## src/rtl/spi_slave_rx.sv

```systemverilog
// spi_slave_rx
// SPI mode-0 slave (CPOL=0, CPHA=0, MSB first) running entirely on the system
// clock. sclk, mosi and cs are oversampled through synchronizers. Received
// words appear on rx_data with a one-cycle rx_valid strobe. A one-entry reply
// buffer is shifted out on miso, one word per SPI word.
//
// Ports
//   clk          system clock, rising edge
//   reset        synchronous, active-high
//   sclk         SPI clock from master (async, idles low)
//   mosi         serial data from master (async)
//   cs           chip select from master, active-low (async)
//   miso         serial reply to master, 0 whenever not shifting
//   tx_data      reply word to queue
//   tx_load      capture tx_data when tx_ready=1
//   tx_ready     reply buffer empty
//   tx_underrun  one-cycle pulse: a word started with the buffer empty
//   rx_data      last complete received word, held until the next one
//   rx_valid     one-cycle pulse: rx_data updated
//   busy         high while a frame is being shifted
module spi_slave_rx #(
  parameter int DATA_BITS   = 8,
  parameter int SYNC_STAGES = 2
) (
  input  logic                 clk,
  input  logic                 reset,
  input  logic                 sclk,
  input  logic                 mosi,
  input  logic                 cs,
  output logic                 miso,
  input  logic [DATA_BITS-1:0] tx_data,
  input  logic                 tx_load,
  output logic                 tx_ready,
  output logic                 tx_underrun,
  output logic [DATA_BITS-1:0] rx_data,
  output logic                 rx_valid,
  output logic                 busy
);

  localparam int CNT_W = (DATA_BITS > 1) ? $clog2(DATA_BITS) : 1;

  typedef enum logic [1:0] {
    IDLE    = 2'd0,
    SHIFT   = 2'd1,
    WAIT_CS = 2'd2
  } state_t;

  state_t               state_q, state_d;
  logic [SYNC_STAGES-1:0] sclk_sync_q, mosi_sync_q, cs_sync_q;
  logic                 sclk_hist_q, cs_hist_q;
  logic [CNT_W-1:0]     bit_cnt_q, bit_cnt_d;
  logic                 done_q, done_d;
  logic [DATA_BITS-1:0] rx_shift_q, rx_shift_d;
  logic [DATA_BITS-1:0] rx_data_q, rx_data_d;
  logic                 rx_valid_q, rx_valid_d;
  logic [DATA_BITS-1:0] tx_shift_q, tx_shift_d;
  logic [DATA_BITS-1:0] tx_buf_q, tx_buf_d;
  logic                 tx_full_q, tx_full_d;
  logic                 tx_underrun_q, tx_underrun_d;

  logic sclk_s, mosi_s, cs_s;
  logic sclk_rise, sclk_fall, cs_rise, cs_fall;
  logic in_shift, word_start;

  assign sclk_s = sclk_sync_q[SYNC_STAGES-1];
  assign mosi_s = mosi_sync_q[SYNC_STAGES-1];
  assign cs_s   = cs_sync_q[SYNC_STAGES-1];

  // mosi is only sampled on sclk edges, so it needs no history register.
  assign sclk_rise = sclk_s & ~sclk_hist_q;
  assign sclk_fall = ~sclk_s & sclk_hist_q;
  assign cs_rise   = cs_s & ~cs_hist_q;
  assign cs_fall   = ~cs_s & cs_hist_q;

  // A cs rise aborts the frame and takes priority over any sclk edge.
  assign in_shift   = (state_q == SHIFT) && !cs_rise;
  assign word_start = ((state_q == IDLE) && cs_fall) ||
                      (in_shift && sclk_fall && done_q);

  // State register and all datapath registers.
  always_ff @(posedge clk) begin
    if (reset) begin
      state_q       <= WAIT_CS;
      sclk_sync_q   <= '0;
      mosi_sync_q   <= '0;
      cs_sync_q     <= '0;
      sclk_hist_q   <= 1'b0;
      cs_hist_q     <= 1'b0;
      bit_cnt_q     <= '0;
      done_q        <= 1'b0;
      rx_shift_q    <= '0;
      rx_data_q     <= '0;
      rx_valid_q    <= 1'b0;
      tx_shift_q    <= '0;
      tx_buf_q      <= '0;
      tx_full_q     <= 1'b0;
      tx_underrun_q <= 1'b0;
    end else begin
      state_q       <= state_d;
      sclk_sync_q   <= {sclk_sync_q[SYNC_STAGES-2:0], sclk};
      mosi_sync_q   <= {mosi_sync_q[SYNC_STAGES-2:0], mosi};
      cs_sync_q     <= {cs_sync_q[SYNC_STAGES-2:0], cs};
      sclk_hist_q   <= sclk_s;
      cs_hist_q     <= cs_s;
      bit_cnt_q     <= bit_cnt_d;
      done_q        <= done_d;
      rx_shift_q    <= rx_shift_d;
      rx_data_q     <= rx_data_d;
      rx_valid_q    <= rx_valid_d;
      tx_shift_q    <= tx_shift_d;
      tx_buf_q      <= tx_buf_d;
      tx_full_q     <= tx_full_d;
      tx_underrun_q <= tx_underrun_d;
    end
  end

  // Next state. After reset the block waits for cs high so it never joins a
  // frame that is already running.
  always_comb begin
    state_d = state_q;
    case (state_q)
      IDLE:    if (cs_fall) state_d = SHIFT;
      SHIFT:   if (cs_rise) state_d = IDLE;
      WAIT_CS: if (cs_s)    state_d = IDLE;
      default: state_d = WAIT_CS;
    endcase
  end

  // Datapath next-state.
  always_comb begin
    bit_cnt_d     = bit_cnt_q;
    done_d        = done_q;
    rx_shift_d    = rx_shift_q;
    rx_data_d     = rx_data_q;
    rx_valid_d    = 1'b0;
    tx_shift_d    = tx_shift_q;
    tx_buf_d      = tx_buf_q;
    tx_full_d     = tx_full_q;
    tx_underrun_d = 1'b0;

    // Abort: drop the partial word; the reply buffer keeps its contents.
    if ((state_q == SHIFT) && cs_rise) begin
      bit_cnt_d = '0;
      done_d    = 1'b0;
    end

    if (in_shift && sclk_rise) begin
      rx_shift_d = {rx_shift_q[DATA_BITS-2:0], mosi_s};
      if (bit_cnt_q == CNT_W'(DATA_BITS - 1)) begin
        rx_data_d  = rx_shift_d;
        rx_valid_d = 1'b1;
        bit_cnt_d  = '0;
        done_d     = 1'b1;
      end else begin
        bit_cnt_d = bit_cnt_q + CNT_W'(1);
      end
    end

    // The fall after a completed word opens the next word instead of shifting.
    if (in_shift && sclk_fall && !done_q)
      tx_shift_d = {tx_shift_q[DATA_BITS-2:0], 1'b0};

    if (word_start) begin
      done_d = 1'b0;
      if (tx_full_q) begin
        tx_shift_d = tx_buf_q;
        tx_full_d  = 1'b0;
      end else begin
        tx_shift_d    = '0;
        tx_underrun_d = 1'b1;
      end
    end

    // Acceptance looks at the buffer state before this cycle's word start, so
    // a load racing an empty-buffer word start lands in the next word.
    if (tx_load && !tx_full_q) begin
      tx_buf_d  = tx_data;
      tx_full_d = 1'b1;
    end
  end

  // Outputs.
  always_comb begin
    busy = (state_q == SHIFT);
    miso = (state_q == SHIFT) ? tx_shift_q[DATA_BITS-1] : 1'b0;
  end

  assign tx_ready    = ~tx_full_q;
  assign tx_underrun = tx_underrun_q;
  assign rx_data     = rx_data_q;
  assign rx_valid    = rx_valid_q;

endmodule

```

## config.mk

```make
export PLATFORM = sky130hd
export DESIGN_NAME = spi_slave_rx
export DESIGN_NICKNAME = d
export VERILOG_FILES = /design/src/rtl/spi_slave_rx.sv
export SDC_FILE = /design/constraint.sdc
export NUM_CORES = 1
export LEC_CHECK = 0
export CAP_MARGIN = 20
export CORE_MARGIN = 2
export CORE_UTILIZATION = 25
export CTS_CLUSTER_SIZE = 40
export DETAILED_ROUTE_END_ITERATION = 10
export MAX_ROUTING_LAYER = met4
export PLACE_DENSITY_LB_ADDON = 0.15
export REMOVE_ABC_BUFFERS = 1
export SLEW_MARGIN = 20
export SYNTH_ARGS = -nofsm -noshare
export SYNTH_HDL_FRONTEND = slang
export SYNTH_SLANG_ARGS = --single-unit
```

## constraint.sdc

```tcl
create_clock -name clk -period 3.7 [get_ports clk]
set_clock_uncertainty 0.1 [all_clocks]
set_input_delay 0.74 -clock clk [delete_from_list [all_inputs] [get_ports clk]]
set_output_delay 0.74 -clock clk [all_outputs]
set_load 0.02 [all_outputs]
```

* After elaboration in Yosys (flattened, before gate mapping)
Cells that the tools add are included.
** Word-level totals
- Flip-flop bits (word level) :: 48
** Cells by class
- Add/subtract/negate cells :: 1
- Equality and inequality tests :: 6
- Multiplexer cells :: 18
- Bitwise gates (word level) :: 11
- Reductions and logical operators :: 21
** Operator list (count)
- two-way mux 8 bit :: 3
- two-way mux 3 bit :: 3
- logical AND 1 bit :: 8
- two-way mux 1 bit :: 8
- inverter 1 bit :: 7
- two-way mux 2 bit :: 3
- one-hot mux 2 bit (3 select lines) :: 1
- nonzero test 2 bit :: 3
- OR reduction 2 bit :: 3
- AND 1 bit :: 4
- inequality test 2 bit, second input constant :: 2
- adder 3 x 1 -> 3 bit, second input constant :: 1
- == test 3 bit, second input constant :: 1
- zero test 1 bit :: 3
- AND reduction 3 bit :: 1
- == test 2 x 1 -> 1 bit, second input constant :: 1
- == test 2 bit, second input constant :: 1
- zero test 2 bit :: 1
- inequality test 2 x 1 -> 1 bit, second input constant :: 1
- AND reduction 2 bit :: 1
- logical OR 1 bit :: 1

* Logic depth before layout (Yosys ltp)
- Depth after elaboration :: 9
- Gate-level depth with buffers :: 7
- Mapped depth without buffers :: 5

* Worst setup path before layout
No wires, ideal clock.
- Path type :: register to output
- Start :: register state_q[0]
- End :: output port miso
- Arrival :: 1.005 ns
- Slack :: 1.855 ns
- Stages on the path, launching flop included :: 4
- Cells stage by stage :: dfxtp_1 -> nor2b_1 -> buf_2 -> and2_1
** On the way
- Longest elaborated chain between the ends :: 2
** Ends and longest elaborated chain
- from (decl) :: line 48 : state_t state_q, state_d;
- from (signal assigned) :: line 99 : state_q <= state_d;
- == test 2 x 1 -> 1 bit
- via busy :: line 37 : output logic busy
- two-way mux 1 bit :: line 185 : miso = (state_q == SHIFT) ? tx_shift_q[DATA_BITS-1] : 1'b0;
- to (decl) :: line 30 : output logic miso,
The timed path passes the listed nets, and every way through them passes these cells.

* Worst setup path after layout
- Start :: register state_q[0]
- End :: output port miso
** On the way
- Longest elaborated chain between the ends :: 2
** Ends and longest elaborated chain (line)
- == test 2 x 1 -> 1 bit :: 185
- two-way mux 1 bit :: 185
No other way between the ends.

==> summary.txt <==
Clocking
  – CTS Sinks: 48
  – Number of buffers added for setup after CTS: 0
  – Clk slew on worst S/H paths: 0.08 ns
  – Clk root buf: clkbuf_8
  – H-tree lvl count: 2
  – CTS Buf Count: 5
  – Clock Path Buffers: 2
  – Cts hold-fix bufs: 0
  – CTS resizes: 0
  – CTS tree: built
  – Worst-Skew Late Latency: 0.30 ns

Final layout
  – N_diodes: 0
  – Share of layout cells above drive strength 1: 6.81%
  – Synth-to-layout area growth: 22.5%
  – Filler cell count: 809
  – Final core occ: 31.5%
  – Leading cell type in the layout, fill and taps excluded: nand2_1
  – Seq. cell area: 961 um2
  – Commonest cells after routing, fill and taps aside: 50 x nand2_1, 48 x dfxtp_1, 36 x a21oi_1
  – Area occupied by multi-input gates: 810 um2
  – Nets@finish: 250

Die
  – Placeable Area: 7210 um2
  – Io pins: 27
  – Die height: 90.1 um
  – Die ar.: 8120 um2
  – Initial Utilization: 25.7%
  – Die W: 90.1 um
  – Row cnt: 31

Hold path
  – HP Start: sclk_sync_q[0]
  – Min-Delay Path Class: flop to flop

Detailed routing
  – First DRT Iteration DRCs: 39
  – Wirelength per Cell: 10.9 um
  – Post-route DRC: 0
  – Final WL: 3650 um
  – Vias per inst: 4.39
  – DRT antenna net count: 0
  – Via count: 1466
  – Pre-antenna DRT Iters: 4

Yosys
  – Ys flop type: dfxtp_1
  – Post-synth EDFFs: 0
  – Leading area contributor after synthesis: dfxtp_1
  – Yosys Warn Count: 0
  – Average size of a mapped cell: 8.62 um2
  – Number of synthesized register bits: 48
  – Synth Cell Area: 1850 um2
  – Post-synth ARST share: 0%
  – Post-synthesis sequential area ratio: 51.9%
  – Synth top area share: 51.9%
  – Synth cell types: 30
  – Post-Synthesis Cells: 215
  – Main area contributors after synthesis: dfxtp_1 52%, nand2_1 10%, a21oi_1 9.7%

Critical path
  – Worst-path maximum fanout: 7
  – CP Capture Type: primary output
  – Critical path class: flop to primary output
  – CP startpoint kind: flop
  – R2R Path Start: state_q[0]
  – CP required: 2.86 ns
  – Arr. time, crit path: 1.93 ns
  – Crit path from: state_q[0]

Timing
  – Setup TNS: 0 ns
  – Final setup viols: 0
  – Slew Viols, Final: 0
  – FMAX: 361 MHz
  – Hold Vio Cnt, Final: 0
  – Max-slew headroom: 61.9%
  – Unrepaired setup endpoints after global routing: no
  – Worst-margin pin slew: 0.571 ns
  – Final worst-path cycle share: 74.8%
  – Period minus WS final: 2.77 ns

GRT
  – Initial antenna violation count: 0
  – Global Route Usage Sum: 9.71%
  – Largest net degree at the start of global routing: 49
  – First-pass GRT wire length: 6160 um
  – Grt total ovfl: 0
  – Vias in the first global route: 1343

Status
  – Status: finished, final reports clean

Placed design
  – Routability Congestion: 0.764
  – Input/output buffers: 26
  – HPWL after DPL: 2410 um

Power and ir drop
  – Worst vdd ir: 0.135 mV
  – Pwr dens: 399 nW/um2
  – Leakage: 0.759 nW
  – Pwr Total: 906 uW

Run
  – Maxcap violations: 0
-- per-stage QoR --
stage	hold slack [ns]	setup WS [ns]	area, um2	instances
2_1_floorplan	0.314	1.62	1790	200
3_3_place_gp	0.318	1.25	2180	326
3_5_place_dp	0.320	1.24	2180	326
4_1_cts	0.337	0.898	2270	334
5_1_grt	0.366	0.781	2270	334
6_report	0.336	0.932	2270	334
-- layout make-up --
class / count / area share (%)
repair buffers: 27 / 11.8
inverters: 4 / 0.662
clock buffers: 6 / 3.64
well taps: 99 / 5.46
flip-flops and latches: 48 / 42.3
multi-input cells: 148 / 35.7
clock inverters: 2 / 0.441
-- critical path, stage by stage, from the launching register on --
cell and delay, ns:
dfxtp_1 0.47, nor2b_1 0.38, and2_1 0.19, clkdlybuf4s50_1 0.60
-- logic make-up (layout without fill, tap and decap cells) --
| group | count (synthesis) | after routing | synth area share, % |
|---|---|---|---|
| simple gates | 97 | 97 | 25.3 |
| compound gates | 49 | 49 | 17.0 |
| flops | 48 | 48 | 51.9 |
| buf+inv | 19 | 39 | 4.46 |
| fa+ha+maj | 2 | 2 | 1.35 |
-- cell usage after synthesis (2+ instances only) --
cell type,n
nand2_1,50
dfxtp_1,48
a21oi_1,36
nand3_1,19
nor2b_1,12
clkbuf_1,10
a311oi_1,7
buf_2,3
inv_2,3
and2_1,2
and3_1,2
buf_4,2
ha_1,2
nor2_1,2
nor3_1,2
-- final timing paths --
check	to	slack, ns	cells after the start
worst max-delay path	miso	0.93	3
worst min-delay path	sclk_sync_q[1]	0.34	1
worst max register to register	bit_cnt_q[0]	1.73	4
worst min register to register	sclk_sync_q[1]	0.34	1
-- state kept, by name, summed over array words and instances (netlist names), 2 cells and up --
signal and cells:
mosi_sync_q 2, cs_sync_q 2, bit_cnt_q 3, rx_shift_q 7, sclk_sync_q 2, state_q 2, tx_buf_q 8, rx_data 8
tx_shift_q 8
-- layer usage --
metal	GRT usage (%)	vias to the layer above	wire length (um)
met5	-	-	0
met2	15.2	27	1620
met1	11.4	661	1790
li1	-	773	-
met3	3.27	5	165
met4	4.23	0	70
-- report_power, final --
group / internal [mW] / switching, mW / total (mW)
Sequential: 0.527 / 0.00894 / 0.536
Combinational: 0.0244 / 0.0253 / 0.0498
Clock: 0.149 / 0.171 / 0.320
Total: 0.701 / 0.205 / 0.906
No activity file was read; power rests on OpenSTA's default activity.
